### src/rtl/pipe_skid_stage.sv
// Inter-stage pipeline register with valid/ready handshake, optional 2-entry skid buffer,
// synchronous flush (bubble insertion) and a saturating stall-cycle counter.
module pipe_skid_stage #(
    parameter int unsigned CTRL_W = 8,
    parameter int unsigned DATA_W = 96,
    parameter int unsigned SKID   = 1,
    parameter int unsigned CNT_W  = 16
) (
    input  logic              CLK,
    input  logic              RESET,
    input  logic              FLUSH,
    input  logic              IN_VALID,
    output logic              IN_READY,
    input  logic [CTRL_W-1:0] IN_CTRL,
    input  logic [DATA_W-1:0] IN_DATA,
    output logic              OUT_VALID,
    input  logic              OUT_READY,
    output logic [CTRL_W-1:0] OUT_CTRL,
    output logic [DATA_W-1:0] OUT_DATA,
    output logic [1:0]        OCCUPANCY,
    output logic [CNT_W-1:0]  STALL_CNT
);

    typedef enum logic [1:0] {
        EMPTY = 2'd0,
        FULL1 = 2'd1,
        FULL2 = 2'd2
    } state_t;

    state_t            state;
    logic [CTRL_W-1:0] m_ctrl;
    logic [DATA_W-1:0] m_data;
    logic [CTRL_W-1:0] s_ctrl;
    logic [DATA_W-1:0] s_data;
    logic [CNT_W-1:0]  stall_cnt;
    logic              out_valid;
    logic              in_ready;
    logic              accept;
    logic              fire;

    assign out_valid = (state != EMPTY);
    assign accept    = IN_VALID && in_ready && !FLUSH;
    assign fire      = out_valid && OUT_READY;

    // With the skid buffer, ready depends only on state so it never sees OUT_READY.
    always_comb begin
        in_ready = 1'b0;
        if (RESET)
            in_ready = 1'b0;
        else if (SKID != 0)
            in_ready = (state != FULL2);
        else
            in_ready = !out_valid || OUT_READY;
    end

    always_ff @(posedge CLK) begin
        if (RESET) begin
            state     <= EMPTY;
            m_ctrl    <= '0;
            m_data    <= '0;
            s_ctrl    <= '0;
            s_data    <= '0;
            stall_cnt <= '0;
        end else begin
            if (out_valid && !OUT_READY && (stall_cnt != '1))
                stall_cnt <= stall_cnt + 1'b1;

            if (FLUSH) begin
                state  <= EMPTY;
                m_ctrl <= '0;
                m_data <= '0;
                s_ctrl <= '0;
                s_data <= '0;
            end else begin
                case (state)
                    EMPTY: begin
                        if (accept) begin
                            state  <= FULL1;
                            m_ctrl <= IN_CTRL;
                            m_data <= IN_DATA;
                        end
                    end
                    FULL1: begin
                        if (accept && fire) begin
                            m_ctrl <= IN_CTRL;
                            m_data <= IN_DATA;
                        end else if (accept) begin
                            state  <= FULL2;
                            s_ctrl <= IN_CTRL;
                            s_data <= IN_DATA;
                        end else if (fire) begin
                            state <= EMPTY;
                        end
                    end
                    FULL2: begin
                        if (fire) begin
                            state  <= FULL1;
                            m_ctrl <= s_ctrl;
                            m_data <= s_data;
                        end
                    end
                    default: state <= EMPTY;
                endcase
            end
        end
    end

    assign IN_READY  = in_ready;
    assign OUT_VALID = out_valid;
    assign OUT_CTRL  = out_valid ? m_ctrl : '0;
    assign OUT_DATA  = m_data;
    assign OCCUPANCY = 2'(state);
    assign STALL_CNT = stall_cnt;

endmodule
### config.mk
export PLATFORM = sky130hd
export DESIGN_NAME = pipe_skid_stage
export DESIGN_NICKNAME = d
export VERILOG_FILES = /design/src/rtl/pipe_skid_stage.sv
export SDC_FILE = /design/constraint.sdc
export NUM_CORES = 1
export LEC_CHECK = 0
export BUFFER_PORTS_ARGS = -buffer_cell sky130_fd_sc_hd__buf_2
export CAP_MARGIN = 0
export CORE_MARGIN = 8
export CORE_UTILIZATION = 53
export DETAILED_ROUTE_END_ITERATION = 8
export GPL_TIMING_DRIVEN = 0
export PLACE_DENSITY = 0.84
export SYNTH_ARGS = -nofsm -noshare
export SYNTH_HDL_FRONTEND = slang
export SYNTH_SLANG_ARGS = --single-unit
### constraint.sdc
create_clock -name CLK -period 1.8 [get_ports CLK]
set_input_delay 0.27 -clock CLK [delete_from_list [all_inputs] [get_ports CLK]]
set_output_delay 0.27 -clock CLK [all_outputs]
set_load 0.05 [all_outputs]
==> results_dict.tcl, run 1 <==
set metrics [dict create \
    place_area_um2 10800 \
    cellLeakagePower_nw 5.29 \
    vias 8472 \
    gp_congestion 0.843 \
    most-common-layout-cells "buf_2 (256), nand2_1 (212), dfxtp_1 (209), nor2_1 (115), a21oi_1 (111)" \
    synth-edff-count 0 \
    worst_slack_ns 0.0337 \
    placed_cells 1503 \
    cp_cell_sequence "nor2b_2 -> o41ai_2 -> buf_4 -> buf_4 -> buf_4 -> nor2_1 -> a211oi_1" \
    avgSynthCellArea_um2 8.87 \
    grt_max_degree 13 \
    synth-seq-cells 226 \
    drive_gt1_share_pct 28.3 \
    areaGrowthSynthToFinish_pct 27.3 \
    worstMarginPinSlew_ns 0.779 \
    critPathLaunchType "flip-flop" \
    path_max_fanout 10 \
    hold_class "primary input to flip-flop" \
    period_minus_slack_ns 1.77 \
    cpMaxStageDelayCell "dfxtp_4" \
    yosys-top-cells-area "dfxtp_1 (49%), mux2i_1 (11%), nand2_1 (8.6%)" \
    yosysTopAreaCell "dfxtp_1" \
    cts_max_level 1 \
    die_area_um2 22000 \
    first_pass_iters 4 \
    period_share_pct 98.1 \
    rrSetupSlack_ns 0.03 \
    cts_tree "yes" \
    initial_utilization_pct 53.9 \
    synth_area_um2 9280 \
    wl_mm 27.1 \
    core_um2 17200 \
    clockBufferDepth 3 \
    die_y_um 148 \
    fin_area_um2 11800 \
    use_met1_pct 28.0 \
    drc_errors 0 \
    clock_sinks 226 \
    max-vdd-ir-drop_mv 0.736 \
    ios 233 \
    setup_violations 0 \
    synth_top_flop_cell "dfxtp_1" \
    cts_root_buffer "clkbuf_16" \
    overflow 0 \
    slew_headroom_pct 48.0 \
    crit_top_cell "buf_4" \
    met3_usage_pct 5.23 \
    numCtsBuffers 24 \
    pre_cts_slack_ns -0.383 \
    synth_cells 1046 \
    track_usage_pct 23.7 \
    grt_util_met2_pct 40.9 \
    grt_busiest_layer "met2" \
    yosys_warnings 0 \
    grt_pass1_wl_mm 42.9 \
    synth_top_area_share_pct 48.7 \
    grt_pass1_vias 8450 \
    fin_skew_ns 0.0135 \
    async_reset_ff_share_pct 0 \
    fin_tns_setup_ns 0 \
    clkLatencyLatePin_ns 0.51 \
    stdcell_count 1566 \
    critPathArrivalTime_ns 2.17 \
    portBuffers 232 \
    power.density_nw_per_um2 901 \
    num_rows 48 \
    ant_nets 0 \
    crit_path_end_kind "flip-flop" \
    clkSlewWorstSetupHoldPaths_ns 0.06 \
    whs_ns 0.0116 \
    maxSlewViolCount 0 \
    die_w_um 148 \
    critPathTopFamily "buffers and inverters" \
    nNetsFinal 1431 \
    dp_hpwl_mm 19.5 \
    power_mw 10.6 \
    status "finished clean" \
    critPathMaxStageDelay_ns 0.37 \
    ys_types 37 \
    rsz0062_at_grt "yes" \
    ys_seq_area_share_pct 48.7 \
    antenna_found_initial 3 \
    vias_per_cell 5.41 \
    cap_violations 0 \
    hold_violations 0 \
    worst_ep_required_time_ns 2.21 \
    critical_path_class "flip-flop to flip-flop" \
    drt_first_iter_violations 416 \
    final_common_cell "buf_2" \
    wl_per_cell_um 17.3 \
    post-route-util_pct 68.6 \
    fmax_mhz 566 \
    cp_num_buf_inv 3 \
    synth_nets 1156 \
]
[synth_stat cells (4+ instances only)]
master / number
buf_1: 6
nand3_1: 6
buf_4: 9
clkbuf_1: 38
mux2i_1: 106
nor2_1: 117
inv_1: 5
nand4_1: 4
nand2b_1: 4
mux2_2: 8
nand2_1: 212
or4_1: 5
a21oi_1: 111
buf_2: 33
a211oi_1: 91
nor2b_1: 18
a211oi_2: 18
dfxtp_1: 226
[tightest hold or removal path, stage by stage]
cell and delay [ns]:
buf_2 0.10, nand2_1 0.05, a21oi_1 0.05
[sequential cells by signal (all words and copies together), names as in the netlist]
name / count
OUT_DATA: 96
s_ctrl: 8
m_ctrl: 8
s_data: 96
OCCUPANCY: 2
STALL_CNT: 16
[repair_timing]
| action | CTS | global route |
|---|---|---|
| resized for setup | 31 | 25 |
| hold buffers | 14 | 0 |
| pin swaps | 0 | 2 |
| setup endpoints to repair | 111 | 222 |
| hold endpoints to repair | 14 | 0 |
| setup buffers | 4 | 4 |
[area by class of cell]
cell class	instances	area, µm²
Buffer	84	462
Clock inverter	3	15.0
Inverter	5	18.8
Fill cell	1348	5420
Tap cell	225	282
Antenna cell	3	7.51
Clock buffer	40	702
Sequential cell	226	4560
Timing Repair Buffer	254	1380
Multi-Input combinational cell	726	4390
[final timing paths]
| check | from | endpoint | cells past startpoint |
|---|---|---|---|
| max reg2reg | OCCUPANCY[0] | OUT_DATA[12] | 7 |
| min reg2reg | s_data[83] | s_data[83] | 2 |
| max | OCCUPANCY[0] | OUT_DATA[12] | 7 |
| min | IN_DATA[77] | s_data[77] | 3 |
[report_power, final]
part / total (mW) / leakage, nW / internal [mW] / switching [mW]
Clock: 4.57 / 0.350 / 2.64 / 1.93
Sequential: 5.10 / 1.84 / 5.06 / 0.0367
Combinational: 0.982 / 3.10 / 0.331 / 0.652
[routing by layer]
metal,share of wire [%],wire length [µm]
met5,0.044,12
met4,3.4,911
met3,7.0,1900
met2,48,12900
met1,42,11300
[cell families after synthesis]
family          count (synthesis)  synth area share, %
simple gates                  376                 16.6
compound gates                235                 17.1
flops                         226                 48.7
mux                           114                 12.4
buf+inv                        94                 4.97
fa+ha+maj                       1                0.135
Note: power is estimated with default switching activity, not from simulation.
==> run 2, diff against run 1 <==
--- a/config.mk
+++ b/config.mk
@@ -8,10 +8,10 @@
 export BUFFER_PORTS_ARGS = -buffer_cell sky130_fd_sc_hd__buf_2
 export CAP_MARGIN = 0
 export CORE_MARGIN = 8
-export CORE_UTILIZATION = 53
+export CORE_UTILIZATION = 48
 export DETAILED_ROUTE_END_ITERATION = 8
 export GPL_TIMING_DRIVEN = 0
-export PLACE_DENSITY = 0.84
+export PLACE_DENSITY = 0.8
 export SYNTH_ARGS = -nofsm -noshare
 export SYNTH_HDL_FRONTEND = slang
 export SYNTH_SLANG_ARGS = --single-unit
==> constraint.sdc (replaced) <==
create_clock -name CLK -period 1.5 [get_ports CLK]
set_input_delay 0.225 -clock CLK [delete_from_list [all_inputs] [get_ports CLK]]
set_output_delay 0.225 -clock CLK [all_outputs]
set_load 0.05 [all_outputs]
==> results_dict.tcl, run 2 (synthesized netlist as in run 1, its figures left out) <==
set metrics [dict create \
    crit_end "OUT_DATA[39]" \
    cellLeakagePower_nw 6.01 \
    nNetsFinal 1547 \
    worstMarginPinSlew_ns 0.773 \
    areaGrowthSynthToFinish_pct 48.4 \
    final_common_cell "buf_2" \
    core_um2 19200 \
    grt_pass1_vias 9092 \
    status "finished, violations left" \
    cts_tree "yes" \
    cp_cell_sequence "nor2b_2 -> o41ai_2 -> buf_4 -> buf_12 -> buf_12 -> clkbuf_16 -> nor2_1 -> a211oi_2" \
    maxSlewViolCount 0 \
    clkSlewWorstSetupHoldPaths_ns 0.06 \
    drc_errors 0 \
    max-vdd-ir-drop_mv 0.823 \
    track_usage_pct 24.3 \
    most-common-layout-cells "buf_2 (235), nand2_1 (211), dfxtp_1 (208), nor2_1 (115), a21oi_1 (111)" \
    hold_class "primary input to flip-flop" \
    worstReg2RegEnd "OUT_DATA[39]" \
    seqPwrFrac_pct 44.9 \
    fmax_mhz 549 \
    fin_tns_setup_ns -38.86 \
    first_pass_iters 7 \
    place_area_um2 11000 \
    rrSetupSlack_ns -0.32 \
    clock_sinks 226 \
    multi_input_area_um2 4590 \
    critPathLaunchType "flip-flop" \
    worst_ep_required_time_ns 1.93 \
    slew_headroom_pct 48.4 \
    die_y_um 155 \
    period_share_pct 121 \
    numCtsBuffers 24 \
    p_sw_mw 3.44 \
    setup_violations 229 \
    clockPowerShare_pct 43.3 \
    grt_max_degree 15 \
    wl_mm 32.5 \
    crit_top_cell "buf_12" \
    portBuffers 232 \
    power.density_nw_per_um2 986 \
    die_w_um 155 \
    fin_skew_ns 0.00684 \
    antenna_found_initial 3 \
    ios 233 \
    ant_nets 0 \
    violations "negative setup slack" \
    crit_path_end_kind "flip-flop" \
    reg2regPathDepth 8 \
    cpMaxStageDelayCell "dfxtp_4" \
    combPwrFrac_pct 11.8 \
    cp-startpoint "OCCUPANCY[0]" \
    clkLatencyLatePin_ns 0.51 \
    wl_per_cell_um 18.9 \
    vias 9448 \
    drt_first_iter_violations 653 \
    vias_per_cell 5.49 \
    overflow 0 \
    cts_root_buffer "clkbuf_16" \
    initial_utilization_pct 48.3 \
    rsz0062_at_grt "yes" \
    path_max_fanout 9 \
    ff_latch_area_um2 4590 \
    critPathMaxStageDelay_ns 0.36 \
    cts_max_level 1 \
    hold_violations 0 \
    dp_hpwl_mm 19.3 \
    gp_congestion 0.815 \
    swShare_pct 25.3 \
    num_rows 51 \
    fillers 1308 \
    clockBufferDepth 3 \
    fin_area_um2 13800 \
    critical_path_class "flip-flop to flip-flop" \
    worst_slack_ns -0.321 \
    grt_pass1_wl_mm 47.7 \
    intPower_mw 10.1 \
    period_minus_slack_ns 1.82 \
    die_area_um2 24000 \
    critPathArrivalTime_ns 2.25 \
    drive_gt1_share_pct 31.0 \
    cap_violations 0 \
    regToRegStartpoint "OCCUPANCY[0]" \
]
run 2: through the flow:
step	instances	hold slack, ns	utilization, %	power, mW	worst slack (ns)
floorplan	1046	0.288	-	6.94	-0.103
global placement	1543	0.440	57.1	7.34	-0.745
detailed placement	1543	0.446	57.1	7.35	-0.766
CTS	1696	0.133	67.6	13.4	-0.397
global route	1721	0.187	71.7	14.0	-0.363
finish	1721	0.156	71.7	13.6	-0.321
run 2: critical path, delay by kind of cell (launching register included):
family | cells | cell delay [ns]
AO/OA/AOI/OAI | 2 | 0.41
buffers and inverters | 4 | 0.72
AND/OR/NAND/NOR | 2 | 0.22
flip-flops | 1 | 0.36
run 2: worst min-delay path by stage:
stage	from	to	slack, ns	depth (start not counted)
global route	IN_VALID	OCCUPANCY[1]	0.19	4
detailed placement	s_data[81]	s_data[81]	0.45	2
global placement	s_data[7]	s_data[7]	0.44	2
CTS	IN_VALID	OCCUPANCY[1]	0.13	4
floorplan	OUT_READY	OCCUPANCY[1]	0.29	1
finish	IN_VALID	OCCUPANCY[1]	0.16	4
run 2: timing repair:
item | in CTS | in global routing
endpoints found under the hold margin | 105 | 0
endpoints found under the setup margin | 232 | 233
gates cloned | 0 | 12
resized for setup | 45 | 107
hold buffers | 105 | 0
pin swaps | 4 | 22
buffers inserted | 7 | 15
run 2: area by class of cell:
type	instances	share of cell area, %
sequential	226	33.3
antenna	3	0.0545
clock buffer	33	5.05
inverter	5	0.136
tap	265	2.41
buffer	83	4.68
multi-input combinational	726	33.3
timing repair buffer	371	20.5
clock inverter	9	0.554
run 2: power groups by stage:
stage / Clock, mW / Sequential (mW) / Combinational [mW]
global route: 6.20 / 6.10 / 1.70
global placement: 0 / 6.22 / 1.11
detailed placement: 0 / 6.23 / 1.13
CTS: 5.92 / 6.09 / 1.38
floorplan: 0 / 6.45 / 0.485
finish: 5.88 / 6.10 / 1.61
run 2: metal layers:
layer	global-route usage [%]	wire, µm	vias to the layer above
met3	5.08	2400	111
met4	10.5	1290	0
met2	42.3	16200	453
met5	0	0	-
met1	28.6	12500	4475
li1	-	-	4409
==> run 3, diff against run 2 <==
--- a/config.mk
+++ b/config.mk
@@ -5,6 +5,7 @@
 export SDC_FILE = /design/constraint.sdc
 export NUM_CORES = 1
 export LEC_CHECK = 0
+export ABC_AREA = 1
 export BUFFER_PORTS_ARGS = -buffer_cell sky130_fd_sc_hd__buf_2
 export CAP_MARGIN = 0
 export CORE_MARGIN = 8
==> results_dict.tcl, run 3 <==
set metrics [dict create \
    status "finished, violations left" \
    violations "negative hold slack, negative setup slack" \
    fmax_mhz 583 \
    antenna_found_initial 7 \
    synth_area_um2 9420 \
    rsz0062_at_grt "yes" \
    whs_ns -0.00467 \
    clkSlewWorstSetupHoldPaths_ns 0.06 \
    clkLatencyLatePin_ns 0.52 \
    yosysMostFrequentCell "o21ai_0" \
    die_y_um 156 \
    numCtsBuffers 25 \
    die_area_um2 24400 \
    dp_hpwl_mm 20.2 \
    setup_violations 220 \
    cts_root_buffer "clkbuf_16" \
    fin_tns_setup_ns -24.44 \
    overflow 0 \
    portBuffers 232 \
    max-vdd-ir-drop_mv 0.990 \
    cap_violations 0 \
    cts_tree "yes" \
    drc_errors 0 \
    clock_sinks 226 \
    grt_pass1_vias 9208 \
    grt_busiest_layer "met2" \
    drt_first_iter_violations 524 \
    worstReg2RegEnd "OUT_DATA[43]" \
    stdcell_count 1914 \
    path_max_fanout 5 \
    first_pass_iters 5 \
    most-common-layout-cells "buf_2 (229), dfxtp_1 (208), nand2_1 (150), inv_1 (126), o21ai_0 (120)" \
    power_mw 14.1 \
    avgSynthCellArea_um2 7.19 \
    areaGrowthSynthToFinish_pct 52.1 \
    yosys-top-cells-area "dfxtp_1 (48%), o21ai_0 (15%), nor2_1 (8.8%)" \
    synthTopCellsByCount "o21ai_0 (287), dfxtp_1 (226), nor2_1 (221)" \
    placed_cells 1807 \
    async_reset_ff_share_pct 0 \
    clockBufferDepth 3 \
    worst_slack_ns -0.215 \
    worst_ep_required_time_ns 1.27 \
    vias_per_cell 5.27 \
    synth-seq-cells 226 \
    post-route-util_pct 73.9 \
    cts_max_level 1 \
    critPathArrivalTime_ns 1.49 \
    drive_gt1_share_pct 39.3 \
    wl_mm 33.0 \
    ios 233 \
    period_share_pct 114 \
    fin_area_um2 14300 \
    worstMarginPinSlew_ns 0.701 \
    final_common_cell "buf_2" \
    ys_seq_area_share_pct 48.0 \
    gp_congestion 0.851 \
    hold_depth 3 \
    nNetsFinal 1740 \
    period_minus_slack_ns 1.71 \
    synth_nets 1420 \
    grt_max_degree 14 \
    fin_skew_ns 0.00708 \
    regToRegStartpoint "OCCUPANCY[1]" \
    hold_violations 2 \
    hold_class "primary input to flip-flop" \
    ant_nets 0 \
    hold_end "s_data[60]" \
    power.density_nw_per_um2 982 \
    maxSlewViolCount 0 \
    critPathLaunchType "flip-flop" \
    track_usage_pct 23.2 \
    synth_top_area_share_pct 48.0 \
    critical_path_class "flip-flop to output port" \
    yosys_warnings 0 \
    hp-start "IN_DATA[60]" \
    synth_top_flop_cell "dfxtp_1" \
    core_um2 19400 \
    synth_cells 1310 \
    crit_path_end_kind "output port" \
    slew_headroom_pct 53.3 \
    vias 10100 \
    die_w_um 156 \
    met3_usage_pct 5.43 \
    synth-edff-count 0 \
    wl_per_cell_um 17.3 \
    use_met1_pct 27.6 \
    num_rows 51 \
    initial_utilization_pct 48.6 \
    reg2regPathDepth 11 \
    cellLeakagePower_nw 5.89 \
    rrSetupSlack_ns -0.17 \
    grt_util_met2_pct 39.4 \
    pre_cts_slack_ns -0.351 \
    place_area_um2 11000 \
    ys_types 28 \
    fillers 1448 \
    grt_pass1_wl_mm 46.2 \
    yosysTopAreaCell "dfxtp_1" \
]
## run 3: cell types whose count changed after synthesis, sizes merged, moves of 13 or more
cell and change:
o21ai +319, a211oi -109, nor2b -18, nand2 -51, inv +129, a21oi +13, mux2i -106, nor2 +108
## run 3: cell type report
class                      instances  area (µm²)  share of cell area, %
clock inverter                     5        50.0                  0.349
sequential                       226        4570                   31.9
inverter                         134         520                   3.63
timing repair buffer             295        2200                   15.4
buffer                            93         930                   6.48
tap                              265         332                   2.31
clock buffer                      39         759                   5.30
antenna                            2        5.00                 0.0349
multi-input combinational        855        4960                   34.6
## run 3: kinds of logic after synthesis
| logic type | Yosys count | share of synthesized area, % |
|---|---|---|
| AO/OA/AOI/OAI | 448 | 24.2 |
| XOR/XNOR | 6 | 0.558 |
| adder cells (fa/ha/maj) | 1 | 0.133 |
| buffers and inverters | 229 | 10.5 |
| flip-flops | 226 | 48.0 |
| AND/OR/NAND/NOR | 400 | 16.6 |
## run 3: repair_timing
item / in CTS / in global routing
pin swaps: 8 / 30
resized for setup: 163 / 506
hold buffers: 11 / 7
hold endpoints to repair: 11 / 7
cloned: 8 / 13
setup buffers: 18 / 11
endpoints found under the setup margin: 125 / 236
## run 3: worst max-delay path, stage by stage (launching register included)
cell     delay, ns
dfxtp_4       0.36
nor2_4        0.17
buf_12        0.13
buf_12        0.13
nor2_4        0.04
buf_8         0.14
## run 3: where the power goes
| part | switching (mW) | internal [mW] | total (mW) |
|---|---|---|---|
| logic | 1.10 | 0.745 | 1.84 |
| clock network | 2.48 | 3.63 | 6.10 |
| registers | 0.0634 | 6.07 | 6.13 |
## run 3: per-layer routing
layer | up-vias | share of wire, %
met5 | - | 0.21
met4 | 12 | 3.0
met3 | 84 | 7.1
met2 | 412 | 50
met1 | 4691 | 40
li1 | 4888 | -
## run 3: worst max-delay path by stage
stage	from	endpoint	slack (ns)	cells after the start
after floorplan	STALL_CNT[5]	STALL_CNT[0]	0.004	8
after global placement	RESET	OUT_DATA[80]	-0.35	9
after detailed placement	RESET	s_data[90]	-0.35	9
after CTS	OCCUPANCY[0]	OUT_CTRL[0]	-0.22	5
after global routing	OCCUPANCY[0]	IN_READY	-0.25	6
final	OCCUPANCY[1]	OUT_CTRL[6]	-0.21	5
